--- config.mk ---
export PLATFORM = sky130hd
export DESIGN_NAME = instr_mem_loader
export DESIGN_NICKNAME = d
export VERILOG_FILES = /design/src/rtl/instr_mem_loader.sv
export SDC_FILE = /design/constraint.sdc
export NUM_CORES = 1
export LEC_CHECK = 0
export ABC_AREA = 0
export CORE_MARGIN = 2
export CORE_UTILIZATION = 36
export CTS_BUF_LIST = sky130_fd_sc_hd__clkbuf_4
export DETAILED_ROUTE_END_ITERATION = 8
export DONT_BUFFER_PORTS = 1
export PLACE_DENSITY = 0.5
export SLEW_MARGIN = 20
export SYNTH_ARGS = -nofsm -noshare
export SYNTH_HDL_FRONTEND = slang
export SYNTH_SLANG_ARGS = --single-unit
--- constraint.sdc ---
create_clock -name clk -period 2.4 [get_ports clk]
set_input_delay 0.12 -clock clk [delete_from_list [all_inputs] [get_ports clk]]
set_output_delay 0.12 -clock clk [all_outputs]
set_load 0.02 [all_outputs]
--- src/rtl/instr_mem_loader.sv ---
// Instruction-memory writer: assembles little-endian words from a host byte
// stream, writes them sequentially and commits the block count on a sample tick.
module instr_mem_loader #(
  parameter int n_blocks = 256,
  localparam int AW = $clog2(n_blocks)
) (
  input  logic          clk,
  input  logic          reset_n,
  input  logic [7:0]    in_byte,
  input  logic          in_valid,
  output logic          in_ready,
  input  logic          sample_tick,
  output logic [AW-1:0] instr_write_addr,
  output logic [31:0]   instr_write_val,
  output logic          instr_write_enable,
  output logic [AW-1:0] n_blocks_running,
  output logic [AW-1:0] last_block,
  output logic          fetch_enable,
  output logic          fetch_reset,
  output logic          busy,
  output logic          error
);

  localparam logic [7:0] CMD_LOAD  = 8'h01;
  localparam logic [7:0] CMD_CLEAR = 8'h02;

  typedef enum logic [2:0] {
    S_IDLE,
    S_COUNT,
    S_DATA,
    S_WAIT_TICK,
    S_COMMIT
  } state_e;

  state_e        state_q, state_d;
  logic [AW-1:0] n_q, n_d;
  logic [AW-1:0] word_q, word_d;
  logic [1:0]    byte_q, byte_d;
  logic [23:0]   asm_q, asm_d;
  logic          we_q, we_d;
  logic [AW-1:0] waddr_q, waddr_d;
  logic [31:0]   wval_q, wval_d;
  logic [AW-1:0] nrun_q, nrun_d;
  logic [AW-1:0] last_q, last_d;
  logic          fen_q, fen_d;
  logic          frst_q, frst_d;
  logic          err_q, err_d;

  logic accept;
  logic count_bad;

  assign in_ready  = (state_q == S_IDLE) || (state_q == S_COUNT) || (state_q == S_DATA);
  assign accept    = in_valid && in_ready;
  assign count_bad = (in_byte == 8'd0) || ({24'd0, in_byte} >= 32'(n_blocks));

  always_comb begin
    // NOTE: every variable gets its default first so no path leaves it unassigned (no latches).
    state_d = state_q;
    n_d     = n_q;
    word_d  = word_q;
    byte_d  = byte_q;
    asm_d   = asm_q;
    we_d    = 1'b0;
    waddr_d = waddr_q;
    wval_d  = wval_q;
    nrun_d  = nrun_q;
    last_d  = last_q;
    fen_d   = fen_q;
    frst_d  = 1'b0;
    err_d   = err_q;

    unique case (state_q)
      S_IDLE: begin
        if (accept) begin
          if (in_byte == CMD_LOAD) begin
            state_d = S_COUNT;
            fen_d   = 1'b0;
            err_d   = 1'b0;
          end else if (in_byte == CMD_CLEAR) begin
            state_d = S_WAIT_TICK;
            n_d     = '0;
            fen_d   = 1'b0;
            err_d   = 1'b0;
          end else begin
            err_d = 1'b1;
          end
        end
      end
      S_COUNT: begin
        if (accept) begin
          if (count_bad) begin
            // Rejected header: the previous program keeps running untouched.
            state_d = S_IDLE;
            err_d   = 1'b1;
            fen_d   = 1'b1;
          end else begin
            state_d = S_DATA;
            n_d     = AW'(in_byte);
            word_d  = '0;
            byte_d  = '0;
          end
        end
      end
      S_DATA: begin
        if (accept) begin
          byte_d = byte_q + 2'd1;
          unique case (byte_q)
            2'd0: asm_d[7:0]   = in_byte;
            2'd1: asm_d[15:8]  = in_byte;
            2'd2: asm_d[23:16] = in_byte;
            2'd3: begin
              we_d    = 1'b1;
              waddr_d = word_q;
              wval_d  = {in_byte, asm_q};
              word_d  = word_q + AW'(1);
              if (word_q == n_q - AW'(1)) state_d = S_WAIT_TICK;
            end
          endcase
        end
      end
      S_WAIT_TICK: begin
        if (sample_tick) begin
          state_d = S_COMMIT;
          frst_d  = 1'b1;
          nrun_d  = n_q;
          last_d  = (n_q == '0) ? '0 : n_q - AW'(1);
        end
      end
      S_COMMIT: begin
        state_d = S_IDLE;
        fen_d   = 1'b1;
      end
      default: state_d = S_IDLE;
    endcase
  end

  always_ff @(posedge clk or negedge reset_n) begin
    if (!reset_n) begin
      state_q <= S_IDLE;
      n_q     <= '0;
      word_q  <= '0;
      byte_q  <= '0;
      asm_q   <= '0;
      we_q    <= 1'b0;
      waddr_q <= '0;
      wval_q  <= '0;
      nrun_q  <= '0;
      last_q  <= '0;
      fen_q   <= 1'b1;
      frst_q  <= 1'b0;
      err_q   <= 1'b0;
    end else begin
      // NOTE: non-blocking assignments so every register samples pre-edge values.
      state_q <= state_d;
      n_q     <= n_d;
      word_q  <= word_d;
      byte_q  <= byte_d;
      asm_q   <= asm_d;
      we_q    <= we_d;
      waddr_q <= waddr_d;
      wval_q  <= wval_d;
      nrun_q  <= nrun_d;
      last_q  <= last_d;
      fen_q   <= fen_d;
      frst_q  <= frst_d;
      err_q   <= err_d;
    end
  end

  assign instr_write_enable = we_q;
  assign instr_write_addr   = waddr_q;
  assign instr_write_val    = wval_q;
  assign n_blocks_running   = nrun_q;
  assign last_block         = last_q;
  assign fetch_enable       = fen_q;
  assign fetch_reset        = frst_q;
  assign error              = err_q;
  assign busy               = (state_q != S_IDLE);

endmodule

==> flow_metrics.env, run 1 <==
export IMPL_outcome="finished, final reports clean"
export IMPL_synth_seq_cells=105
export IMPL_cp_data_arrival_time_ns=2.61
export IMPL_async_reset_ff_share_pct=100
export IMPL_clk_latency_ns=0.49
export IMPL_yosys_warnings=0
export IMPL_ys_seq_area_share_pct=57.1
export IMPL_htree_levels=3
export IMPL_n_antenna_cell=0
export IMPL_grt_pass1_wl_mm=18.0
export IMPL_p_sw_w=0.00204
export IMPL_drc=0
export IMPL_clock_fmax_mhz=453
export IMPL_synthesis_area_um2=4600
export IMPL_path_clk_slew_ns=0.17
export IMPL_crit_required_ns=2.81
export IMPL_area_delta_synth_final_pct=9.92
export IMPL_routed_top_layer="met4"
export IMPL_hold_path_class="input pin to flop"
export IMPL_hold_violations=0
export IMPL_cp_start_kind="flop"
export IMPL_p_seq_share_pct=61.0
export IMPL_antenna_left=0
export IMPL_wirelength_mm=11.0
export IMPL_yosys_area_share_simple_pct=21.1
export IMPL_power_density_nw_per_um2=1010
export IMPL_synth_xor_area_share_pct=4.00
export IMPL_hpwl_mm=7.06
export IMPL_layout_setup_ws_ns=0.192
export IMPL_clock_skew_ns=0.0135
export IMPL_wl_met3_um=629
export IMPL_rows=41
export IMPL_peakVddDrop_mv=0.424
export IMPL_gp_congestion=0.809
export IMPL_p_int_w=0.00306
export IMPL_post_place_ws_ns=0.150
export IMPL_p_clk_share_pct=17.6
export IMPL_synthAdderAreaFrac_pct=1.63
export IMPL_wirelength_met1_mm=5.04
export IMPL_grt_max_degree=106
export IMPL_dr_wl_met2_mm=5.14
export IMPL_first_iter_violations=141
export IMPL_crit_path_end_kind="flop"
export IMPL_track_usage_pct=17.4
export IMPL_ys_dominant_reg_cell="dfrtp_1"
export IMPL_grt_pass1_vias=3200
export IMPL_clockRootBuffer="clkbuf_4"
export IMPL_setup_tns_final_ns=0
export IMPL_synth_edf_count=0
export IMPL_drive_gt1_share_pct=9.09
export IMPL_die_area_um2=13700
export IMPL_yosysUniqueCellTypes=51
export IMPL_vias=3155
export IMPL_switching_share_pct=39.9
export IMPL_synth_top_family_by_area="simple AND/OR/NAND/NOR gates"
export IMPL_min_period_ns=2.21
export IMPL_synth_fp_nets=477
export IMPL_dr_pass1_iters=4
export IMPL_synth_compound_area_share_pct=6.90
export IMPL_vias_per_cell=4.89
export IMPL_max_cap_violations=0
export IMPL_die_h_um=117
export IMPL_total_power_w=0.00510
export IMPL_finalMaxSlewViolations=0
export IMPL_syn_instance_count=459
export IMPL_grt_setup_unrepaired="false"
export IMPL_cts_tree="yes"
export IMPL_initial_core_util_pct=36.6
export IMPL_synth_mux_area_share_pct=6.36
export IMPL_post_route_period_util_pct=92.0
export IMPL_cts_sinks=105
export IMPL_core_area_um2=12600
export IMPL_fin_nets=486
export IMPL_utilization_pct=40.3
export IMPL_p_leak_nw=2.41
export IMPL_clockBufferDepth=2
export IMPL_gr_total_overflow=0
export IMPL_p_comb_share_pct=21.5
export IMPL_routedWlPerCell_um=17.1
export IMPL_cp_max_fo=6
export IMPL_cts_buffers=9
export IMPL_pin_count=74
export IMPL_finalSetupViolations=0
export IMPL_tightest_slew_ns=0.575
export IMPL_maxSlewHeadroom_pct=61.7
export IMPL_synth_avg_cell_area_um2=10.0
export IMPL_crit_type="flop to flop"
export IMPL_die_x_um=117
export IMPL_portBuffers=0
export IMPL_grt_antenna_before_repair=0
[cell usage after synthesis, drive strengths merged (2+ instances only)]
library cell	instances	share of area, %
a211oi	4	0.65
a21oi	6	0.65
a22o	8	1.5
a31oi	2	0.27
buf	8	0.90
clkbuf	16	1.3
dfrtp	104	57
ha	6	1.6
inv	9	0.73
mux2	26	6.4
nand2	167	14
nand2b	4	0.54
nand3	6	0.65
nand3b	2	0.33
nand4	5	0.68
nor2	18	1.5
nor3	3	0.33
nor3b	2	0.43
nor4	3	0.87
o21ai	18	2.0
o31ai	2	0.43
or4	2	0.49
xnor2	15	2.9
xor2	6	1.1
[power by group through the flow]
stage | combinational, W | sequential (W) | clock [W]
2_1_floorplan | 0.000912 | 0.00297 | 0
3_3_place_gp | 0.00101 | 0.00315 | 0
3_5_place_dp | 0.00103 | 0.00316 | 0
4_1_cts | 0.00107 | 0.00313 | 0.000931
5_1_grt | 0.00127 | 0.00320 | 0.00101
6_report | 0.00109 | 0.00311 | 0.000895
[what timing repair did]
| item | 4_1_cts | 5_1_grt |
|---|---|---|
| hold buffers | 10 | 2 |
| resized for setup | 0 | 1 |
| endpoints found under the hold margin | 149 | 105 |
| endpoints found under the setup margin | 0 | 1 |
| buffers inserted | 0 | 0 |
[per-layer routing]
metal | global-route usage, % | up-vias
met5 | 0 | -
met1 | 22.8 | 1553
li1 | - | 1531
met3 | 5.30 | 14
met4 | 7.22 | 0
met2 | 27.1 | 57
[through the flow]
stage	instance area (µm²)	hold slack (ns)	instances
3_3_place_gp	4790	-0.170	617
2_1_floorplan	4600	-0.176	459
3_5_place_dp	4790	-0.172	617
6_report	5060	0.0184	645
4_1_cts	5020	-0.741	643
5_1_grt	5060	0.0483	645
[sequential cells by signal, indices dropped and copies added, names as in the netlist]
register	count
fetch_enable	1
instr_write_val	32
asm_q	24
error	1
word_q	8
last_block	8
state_q	3
instr_write_enable	1
n_q	8
byte_q	2
n_blocks_running	8
fetch_reset	1
instr_write_addr	8
[worst paths after layout]
path                        startpoint             endpoint  slack (ns)  cells past startpoint
setup / recovery                n_q[0]           state_q[0]        0.19                      7
hold / removal             sample_tick  n_blocks_running[1]        0.02                      2
setup reg to reg                n_q[0]           state_q[0]        0.19                      7
hold reg to reg               asm_q[3]   instr_write_val[3]        0.48                      2
max in group asynchronous      reset_n  instr_write_val[27]        1.77                      2
min in group asynchronous      reset_n  instr_write_addr[3]        0.15                      2
[final cells by class]
type                            instances  area (µm²)
Inverter                                9        33.8
Tap cell                              172         215
Multi-Input combinational cell        321        1840
Clock buffer                            9        67.6
Timing Repair Buffer                   22         213
Clock inverter                          7        61.3
Sequential cell                       105        2630
Fill cell                            1274        7510
[cells by family (layout without fill, tap and decap cells)]
| logic type | Yosys count | in the layout |
|---|---|---|
| buffers and inverters | 33 | 47 |
| DFF | 105 | 105 |
| AOI/OAI and AO/OA | 47 | 47 |
| xor gates and xnor gates | 21 | 21 |
| muxes | 26 | 26 |
| and+or+nand+nor | 221 | 221 |
| adders and majority gates | 6 | 6 |
[critical path, stage by stage, from the launching register on]
cell and delay, ns:
dfrtp_2 0.46, inv_1 0.07, ha_1 0.33, xnor2_1 0.14, or4_4 0.48, nor4b_2 0.26
nand3_1 0.12, o32ai_2 0.27
[cells in the final DEF, fill, tap and decap left out, drive strengths merged, types with 2 or more instances in the layout]
| cell type | n |
|---|---|
| a211oi | 4 |
| a21oi | 6 |
| a22o | 8 |
| a31oi | 2 |
| buf | 11 |
| clkbuf | 9 |
| clkinv | 3 |
| dfrtp | 104 |
| dlygate4sd3 | 11 |
| ha | 6 |
| inv | 12 |
| mux2 | 26 |
| nand2 | 167 |
| nand2b | 4 |
| nand3 | 6 |
| nand3b | 2 |
| nand4 | 5 |
| nor2 | 18 |
| nor3 | 3 |
| nor3b | 2 |
| nor4 | 3 |
| o21ai | 18 |
| o31ai | 2 |
| or4 | 2 |
| xnor2 | 15 |
| xor2 | 6 |
Note: power is estimated with default switching activity, not from simulation.
==> run 2, diff against run 1 <==
CORE_MARGIN = 1.5   (was 2)
clock period = 2.2 ns   (was 2.4 ns; I/O delays follow)
==> run 2 against run 1 <==
  * The flow now finishes with violations (negative hold slack)
  * Wire length fell by 1.3%
  * Non-clock buffer count rose by 3
  * Utilization rose by 0.17 points
  * First-iteration DRC count fell by 15%
  * Global-route usage fell by 0.089 points
==> flow_metrics.env, run 2 (synthesis gave the netlist of run 1 again) <==
export IMPL_drc=0
export IMPL_first_iter_violations=120
export IMPL_clk_latency_ns=0.48
export IMPL_cts_tree="yes"
export IMPL_whs_ns=-0.701
export IMPL_crit_required_ns=2.59
export IMPL_area_delta_synth_final_pct=10.4
export IMPL_violations="negative hold slack"
export IMPL_cp_max_fo=3
export IMPL_final_cell_area_um2=5080
export IMPL_place_inst=621
export IMPL_largest_reg_flops=32
export IMPL_gp_congestion=0.759
export IMPL_cp_start_kind="flop"
export IMPL_post_route_period_util_pct=94.0
export IMPL_final_common_cell="nand2_1"
export IMPL_drive_gt1_share_pct=9.68
export IMPL_clockBufferDepth=2
export IMPL_path_clk_slew_ns=0.18
export IMPL_grt_setup_unrepaired="false"
export IMPL_postCtsHoldBufs=10
export IMPL_maxSlewHeadroom_pct=61.7
export IMPL_max_cap_violations=0
export IMPL_clock_fmax_mhz=483
export IMPL_crit_type="flop to flop"
export IMPL_finalMaxSlewViolations=0
export IMPL_hold_violations=105
export IMPL_cp_data_arrival_time_ns=2.46
export IMPL_wirelength_mm=10.9
export IMPL_portBuffers=0
export IMPL_rows=41
export IMPL_fin_cells=647
export IMPL_crit_path_end_kind="flop"
export IMPL_antenna_left=0
export IMPL_grt_pass1_wl_mm=17.8
export IMPL_gr_total_overflow=0
export IMPL_die_area_um2=13500
export IMPL_most_common_layout_cells="nand2_1 (166), dfrtp_1 (104), mux2_1 (24), nor2_1 (18)"
export IMPL_power_density_nw_per_um2=1090
export IMPL_tightest_slew_ns=0.571
export IMPL_min_period_ns=2.07
export IMPL_p_leak_nw=2.43
export IMPL_hpwl_mm=7.05
export IMPL_core_area_um2=12600
export IMPL_setup_tns_final_ns=0
export IMPL_die_x_um=116
export IMPL_clockRootBuffer="clkbuf_4"
export IMPL_pin_count=74
export IMPL_grt_antenna_before_repair=0
export IMPL_htree_levels=3
export IMPL_hold_path_class="input pin to async pin"
export IMPL_grt_pass1_vias=3342
export IMPL_track_usage_pct=17.4
export IMPL_cts_buffers=9
export IMPL_vias=3182
export IMPL_die_h_um=116
export IMPL_initial_core_util_pct=36.6
export IMPL_place_area_um2=4820
export IMPL_peakVddDrop_mv=0.498
export IMPL_vias_per_cell=4.92
export IMPL_routedWlPerCell_um=16.8
export IMPL_clock_skew_ns=0.0259
export IMPL_n_antenna_cell=0
export IMPL_fin_nets=489
export IMPL_outcome="finished with violations"
export IMPL_cts_sinks=105
export IMPL_grt_max_degree=106
export IMPL_dr_pass1_iters=4
export IMPL_finalSetupViolations=0
run 2: metal layers:
metal | global-route usage (%) | wire, µm | vias to the layer above | share of wire, %
met5 | 0 | 0 | - | 0
met4 | 6.10 | 187 | 0 | 1.7
met3 | 4.97 | 591 | 17 | 5.4
met2 | 27.9 | 5180 | 65 | 48
met1 | 22.5 | 4910 | 1567 | 45
li1 | - | - | 1533 | -
run 2: worst max-delay path: stages, from the launching register on:
cell	delay (ns)
dfrtp_1	0.43
inv_1	0.11
ha_4	0.21
xnor2_1	0.13
or4_4	0.50
nor4b_4	0.25
nand3_1	0.12
o32ai_2	0.26
run 2: timing repair:
item,CTS,global route
setup buffers,0,1
resized for setup,0,2
endpoints found under the hold margin,152,105
setup endpoints to repair,0,7
run 2: path summary, 6_finish.rpt:
path | start | endpoint | slack (ns) | depth (start not counted)
min in group clk | in_byte[0] | error | 0.03 | 4
max | n_q[1] | state_q[0] | 0.13 | 7
min | reset_n | instr_write_val[19] | -0.70 | 0
max reg2reg | n_q[1] | state_q[0] | 0.13 | 7
max in group asynchronous | reset_n | fetch_enable | 2.70 | 0
min reg2reg | asm_q[20] | instr_write_val[20] | 0.49 | 2
run 2: through the flow:
step                      total power [W]  setup slack [ns]  hold slack (ns)  utilization (%)
after floorplan                   0.00424             0.145           -0.186                -
after global placement            0.00453             0.128           -0.180             38.4
after detailed placement          0.00459            0.0774           -0.180             38.4
after CTS                         0.00560            0.0545           -0.730             40.2
after global routing              0.00596            0.0143           -0.744             40.4
final                             0.00555             0.132           -0.701             40.4
run 2: where the power goes:
group / leakage (nW) / switching [W] / internal [W]
sequential: 1.36 / 0.000865 / 0.00252
combinational: 0.990 / 0.000616 / 0.000586
clock: 0.0716 / 0.000706 / 0.000257
total: 2.43 / 0.00219 / 0.00336
run 2: area by class of cell:
cell class	instances	area (µm²)
fillers	1287	7490
flip-flops and latches	105	2630
multi-input cells	321	1860
well taps	172	215
repair buffers	25	213
clock buffers	9	67.6
clock inverters	6	62.6
inverters	9	33.8
